## src/rtl/ram_rd_if.sv

```systemverilog
// Read-channel bundle (AR + R) between a requester and a read port.
// master drives the request and R-ready; slave answers with AR-ready and read data.
interface ram_rd_if #(
  parameter int DW = 128,
  parameter int AW = 16
);
  logic          arValid;
  logic          arReady;
  logic [AW-1:0] arAddr;
  logic          rValid;
  logic          rReady;
  logic [DW-1:0] rData;

  modport master (output arValid, arAddr, rReady,
                  input  arReady, rValid, rData);
  modport slave  (input  arValid, arAddr, rReady,
                  output arReady, rValid, rData);
endinterface

```

## src/rtl/ram_rd_arbiter.sv

```systemverilog
// Round-robin arbiter sharing the RAM read port between two requesters.
// Only one read is in flight at a time: accept, issue AR, route R back to the winner.
module ram_rd_arbiter #(
  parameter int DW = 128,
  parameter int AW = 16
) (
  input  logic     clk,
  input  logic     rst_n,
  ram_rd_if.slave  m0,
  ram_rd_if.slave  m1,
  ram_rd_if.master s
);

  typedef enum logic [1:0] {
    IDLE = 2'd0,
    ADDR = 2'd1,
    DATA = 2'd2
  } state_e;

  state_e        state_q, state_d;
  logic          grant_q, grant_d;
  logic          rr_q, rr_d;
  logic [AW-1:0] addr_q, addr_d;

  logic          win;
  logic          m0_ar_rdy, m1_ar_rdy;
  logic          m0_rv, m1_rv;
  logic [DW-1:0] m0_rd, m1_rd;
  logic          s_arv, s_rrdy;

  always_ff @(posedge clk or negedge rst_n) begin
    if (!rst_n) begin
      state_q <= IDLE;
      grant_q <= 1'b0;
      rr_q    <= 1'b0;
      addr_q  <= '0;
    end else begin
      state_q <= state_d;
      grant_q <= grant_d;
      rr_q    <= rr_d;
      addr_q  <= addr_d;
    end
  end

  always_comb begin
    state_d   = state_q;
    grant_d   = grant_q;
    rr_d      = rr_q;
    addr_d    = addr_q;
    win       = 1'b0;
    m0_ar_rdy = 1'b0;
    m1_ar_rdy = 1'b0;
    m0_rv     = 1'b0;
    m1_rv     = 1'b0;
    m0_rd     = '0;
    m1_rd     = '0;
    s_arv     = 1'b0;
    s_rrdy    = 1'b0;

    case (state_q)
      IDLE: begin
        // rr_q breaks ties; a lone requester wins regardless of the pointer
        win = (m0.arValid && m1.arValid) ? rr_q : m1.arValid;
        if (m0.arValid || m1.arValid) begin
          m0_ar_rdy = ~win;
          m1_ar_rdy = win;
          addr_d    = win ? m1.arAddr : m0.arAddr;
          grant_d   = win;
          rr_d      = ~win;
          state_d   = ADDR;
        end
      end
      ADDR: begin
        s_arv = 1'b1;
        if (s.arReady) state_d = DATA;
      end
      DATA: begin
        if (grant_q) begin
          m1_rv  = s.rValid;
          m1_rd  = s.rData;
          s_rrdy = m1.rReady;
        end else begin
          m0_rv  = s.rValid;
          m0_rd  = s.rData;
          s_rrdy = m0.rReady;
        end
        if (s.rValid && s_rrdy) state_d = IDLE;
      end
      default: state_d = IDLE;
    endcase
  end

  // Handshake outputs are forced low for the whole reset window, not just after the first edge
  assign m0.arReady = rst_n & m0_ar_rdy;
  assign m1.arReady = rst_n & m1_ar_rdy;
  assign m0.rValid  = rst_n & m0_rv;
  assign m1.rValid  = rst_n & m1_rv;
  assign m0.rData   = m0_rd;
  assign m1.rData   = m1_rd;
  assign s.arValid  = rst_n & s_arv;
  assign s.arAddr   = addr_q;
  assign s.rReady   = rst_n & s_rrdy;

endmodule
```

## src/flat_wrapper.sv

```systemverilog
// flat-port wrapper written by rule: the top's interface ports become plain ports
module ram_rd_arbiter_flat 
#(
  parameter int DW = 128,
  parameter int AW = 16
)
  (clk, rst_n, m0_arValid, m0_arAddr, m0_rReady, m0_arReady, m0_rValid, m0_rData, m1_arValid, m1_arAddr, m1_rReady, m1_arReady, m1_rValid, m1_rData, s_arValid, s_arAddr, s_rReady, s_arReady, s_rValid, s_rData);
  ram_rd_if #(.DW(DW), .AW(AW)) m0_i ();
  ram_rd_if #(.DW(DW), .AW(AW)) m1_i ();
  ram_rd_if #(.DW(DW), .AW(AW)) s_i ();
  input  logic clk;
  input  logic rst_n;
  input wire logic [$bits(m0_i.arValid)-1:0] m0_arValid;
  input wire logic [$bits(m0_i.arAddr)-1:0] m0_arAddr;
  input wire logic [$bits(m0_i.rReady)-1:0] m0_rReady;
  output wire logic [$bits(m0_i.arReady)-1:0] m0_arReady;
  output wire logic [$bits(m0_i.rValid)-1:0] m0_rValid;
  output wire logic [$bits(m0_i.rData)-1:0] m0_rData;
  input wire logic [$bits(m1_i.arValid)-1:0] m1_arValid;
  input wire logic [$bits(m1_i.arAddr)-1:0] m1_arAddr;
  input wire logic [$bits(m1_i.rReady)-1:0] m1_rReady;
  output wire logic [$bits(m1_i.arReady)-1:0] m1_arReady;
  output wire logic [$bits(m1_i.rValid)-1:0] m1_rValid;
  output wire logic [$bits(m1_i.rData)-1:0] m1_rData;
  output wire logic [$bits(s_i.arValid)-1:0] s_arValid;
  output wire logic [$bits(s_i.arAddr)-1:0] s_arAddr;
  output wire logic [$bits(s_i.rReady)-1:0] s_rReady;
  input wire logic [$bits(s_i.arReady)-1:0] s_arReady;
  input wire logic [$bits(s_i.rValid)-1:0] s_rValid;
  input wire logic [$bits(s_i.rData)-1:0] s_rData;
  assign m0_i.arValid = m0_arValid;
  assign m0_i.arAddr = m0_arAddr;
  assign m0_i.rReady = m0_rReady;
  assign m0_arReady = m0_i.arReady;
  assign m0_rValid = m0_i.rValid;
  assign m0_rData = m0_i.rData;
  assign m1_i.arValid = m1_arValid;
  assign m1_i.arAddr = m1_arAddr;
  assign m1_i.rReady = m1_rReady;
  assign m1_arReady = m1_i.arReady;
  assign m1_rValid = m1_i.rValid;
  assign m1_rData = m1_i.rData;
  assign s_arValid = s_i.arValid;
  assign s_arAddr = s_i.arAddr;
  assign s_rReady = s_i.rReady;
  assign s_i.arReady = s_arReady;
  assign s_i.rValid = s_rValid;
  assign s_i.rData = s_rData;
  ram_rd_arbiter #(.DW(DW), .AW(AW)) u_core (.clk(clk), .rst_n(rst_n), .m0(m0_i), .m1(m1_i), .s(s_i));
endmodule
```

## config.mk

```make
export PLATFORM = sky130hd
export DESIGN_NAME = ram_rd_arbiter_flat
export DESIGN_NICKNAME = d
export VERILOG_FILES = /design/src/rtl/ram_rd_if.sv /design/src/rtl/ram_rd_arbiter.sv /design/src/flat_wrapper.sv
export SDC_FILE = /design/constraint.sdc
export NUM_CORES = 1
export LEC_CHECK = 0
export CAP_MARGIN = 25
export CORE_AREA = 2 2 172 174
export CTS_CLUSTER_DIAMETER = 40
export DETAILED_ROUTE_END_ITERATION = 10
export DIE_AREA = 0 0 174 176
export PLACE_DENSITY = 0.53
export SYNTH_ARGS = -nofsm -noshare
export SYNTH_HDL_FRONTEND = slang
export SYNTH_SLANG_ARGS = --single-unit
```

## constraint.sdc

```tcl
create_clock -name clk -period 3 [get_ports clk]
set_input_delay 0.6 -clock clk [delete_from_list [all_inputs] [get_ports clk]]
set_output_delay 0.6 -clock clk [all_outputs]
set_load 0.02 [all_outputs]
```

==> results by group <==
Clock tree
  – Num CTS Buffers: 3
  – CTS tree: done
  – # resized after CTS: 0
  – Clk buf depth: 2
  – Post-CTS setup buffer count: 0
  – Clock sink count: 20
  – Clk root buf: clkbuf_16
  – Clock transition at path regs: about 0.060 ns
  – CTS H-tree lvls: 1
  – Worst-skew pair later-pin latency: 0.25 ns
  – Hold_buf cts: 0

Power
  – Power Density: a little under 600 nW/um^2
  – Clk pwr share: around 6.6%
  – Switch share: between 40% and 50%
  – Peak supply drop: slightly below 0.0007 V
  – Sw Pwr: around 0.0023 W
  – Logic pwr share: between 80% and 90%
  – P_leak: 3.72 nW
  – Flop pwr share: 11.0%
  – Cell-internal power: 0.00231 W

Timing
  – Hold Slack: between 0.5 and 0.6 ns
  – Unrepaired setup endpoints after global routing: no
  – Crit share post-route: around 90%
  – Worst Skew: ~0.0012 ns
  – Worst Tran Pin Value: about 0.54 ns
  – Final hold vios: 0
  – Slew margin rel.: 63.7%
  – Minimum clock period: ~2.8 ns
  – Setup TNS: 0 ns
  – # setup viols final: 0
  – F_max: about 360 MHz
  – Slew Limit Fails: 0

Synthesis
  – Synth unique cells: 27
  – Synth top cells by count: 258 x and3_1, 34 x clkbuf_1, 30 x buf_2
  – Most numerous cell in the Yosys netlist: and3_1
  – Post-synthesis cell area: between 2000 and 3000 um^2
  – Top cell type's share of synthesized area: between 50% and 60%
  – Yosys warning total: 0
  – Synth area leader: and3_1
  – Post-synth top flop: dfrtp_1
  – Sequential cell area fraction in the yosys report: 17.2%
  – Yosys reg bits: 20
  – Asr flop ratio synth: 100%
  – Synth area leaders: and3_1 55%, dfrtp_1 17%, buf_2 5.2%
  – Synth Net Count: between 500 and 600
  – Number of flops mapped to enable cells by yosys: 0
  – Syn_area_per_cell: slightly below 7 um^2
  – Synthesized instance count: approximately 430

Setup path
  – Worst reg2reg setup slack: roughly 1.5 ns
  – Critical path buffers and inverters: 3
  – Critical Path Max Stage Delay: roughly 0.68 ns
  – R2R cell count: 3
  – Reg2reg start: u_core.rr_q
  – CP dominant cell by count: buf_12
  – Critical Setup Path Class: reg -> out
  – CP Capture Type: output port
  – CP Max Fanout: between 40 and 50
  – CP startpoint kind: register
  – CP required: around 2.4 ns
  – Arrival time worst endpoint: 2.17 ns
  – Crit path cell chain: nor2b_4 -> buf_12 -> buf_12 -> and3_1 -> clkdlybuf4s50_1
  – Reg2reg end: u_core.s.arAddr[1]
  – Slowest stage cell on the critical path: clkdlybuf4s50_1
  – Family with the most delay on the worst path: buffers and inverters

Die
  – Area of the die: between 30,000 and 40,000 um^2
  – Io pins: between 400 and 500
  – Die W: ~170 um
  – Core ar.: ~29,000 um^2
  – Initial Util: 10.2%
  – Vert. Die Dim: 176 um
  – Num rows: 62

Global route
  – First-pass GRT wire length: ~30,000 um
  – Grt ovf: 0
  – Initial antenna violation count: 7
  – Vias in the first global route: ~4,600
  – Largest net degree at the start of global routing: 109
  – Total global routing track utilization: between 10% and 20%

Placement
  – Port bufs: about 450
  – GPL Wtd Cong: 0.787
  – Final HPWL DP: about 18,000 um

Detailed routing
  – Final wirelength: approximately 22,000 um
  – Routed Antenna Nets: 0
  – DR WL/cell: between 15 and 20 um
  – DRC: 0
  – Via density: between 4 and 5
  – TritonRoute pass-1 iters: 4
  – DRT iter0 DRCs: 226
  – Vias: ~5,000

Outcome
  – Status: finished clean

Layout
  – Area Overhead vs Synth: 170%
  – Nets: between 900 and 1,000
  – Share of post-route cells with drive strength above 1: between 3 and 4%

Min path
  – Hold Crit Depth: 1
  – Worst hold path type: reg -> reg
  – Worst Hold End: u_core.s.arAddr[1]
  – Hold Startpoint: u_core.s.arAddr[1]

Job
  – Max-cap violations: 0
-- cell type report --
class	count	area, um^2
multi-input cells	335	2090
clock buffers	4	88.8
inverters	5	20.0
well taps	384	480
repair buffers	464	4670
fillers	3130	20700
flip-flops and latches	20	504
diodes	3	7.51
-- flip-flops by register name, indices dropped and copies added, names as in the netlist --
name,count
u_core.grant_q,1
u_core.rr_q,1
u_core.state_q,2
u_core.s.arAddr,16
-- how the worst max path moves through the flow --
stage                           start      endpoint  depth (start not counted)
global placement           m1_arValid    m0_arReady                          5
floorplan                  m1_arValid    m1_arReady                          4
detailed placement         m0_arValid    m0_arReady                          5
CTS                 u_core.state_q[0]  m1_rData[74]                          5
global route        u_core.state_q[0]  m1_rData[74]                          5
finish              u_core.state_q[0]  m1_rData[74]                          5
-- power groups by stage --
stage               clock network, W  registers (W)  logic [W]
floorplan                          0       0.000617    0.00184
global placement                   0       0.000504    0.00382
detailed placement                 0       0.000506    0.00380
CTS                         0.000306       0.000508    0.00381
global route                0.000317       0.000526    0.00404
finish                      0.000306       0.000508    0.00379
-- routing by layer --
metal  track usage (%)  wire length, um  up-vias
met4              1.72              193        8
li1                  -                -     2371
met2              22.2            10300      259
met3              4.67             2360       18
met1              15.8             8960     2233
met5                 0               45        -
-- worst reg2reg max path, cell delays in order, from the launching register on --
cell	delay [ns]
dfrtp_1	0.39
and2b_1	0.39
o2111a_1	0.33
a221o_1	0.25
-- placed cells by master (no fill, tap or decap), drive strengths merged --
cell | Yosys | routed
a21o | 1 | 1
a21oi | 12 | 12
a221o | 5 | 5
a31oi | 11 | 11
and2 | 1 | 1
and2b | 1 | 1
and3 | 258 | 258
buf | 32 | 19
clkbuf | 35 | 4
clkdlybuf4s50 | 0 | 445
clkinv | 0 | 1
dfrtp | 20 | 20
diode | 0 | 3
inv | 5 | 4
mux2i | 1 | 1
nand2 | 3 | 3
nand2b | 2 | 2
nand3 | 12 | 12
nor2 | 6 | 6
nor2b | 1 | 1
nor3 | 1 | 1
o2111a | 5 | 5
o21ai | 14 | 14
or2 | 1 | 1
-- per-stage QoR --
stage               cells  utilization (%)  total power [W]  instance area, um^2  setup WS (ns)
floorplan             427                -          0.00246                 2910           1.02
global placement     1208             27.2          0.00433                 7770          0.231
detailed placement   1208             27.2          0.00431                 7770          0.233
CTS                  1212             27.5          0.00463                 7860          0.204
global route         1212             27.5          0.00488                 7860          0.136
finish               1215             27.6          0.00460                 7870          0.231
-- cells by family (layout without fill, tap and decap cells) --
logic type	count (synthesis)	in the layout	share of synthesized area (%)
muxes	1	1	0.344
DFF	20	20	17.2
and+or+nand+nor	286	286	60.4
buffers and inverters	72	473	11.1
other	0	3	0
AOI/OAI and AO/OA	48	48	11.0
Power figures use the tool's default switching activity.
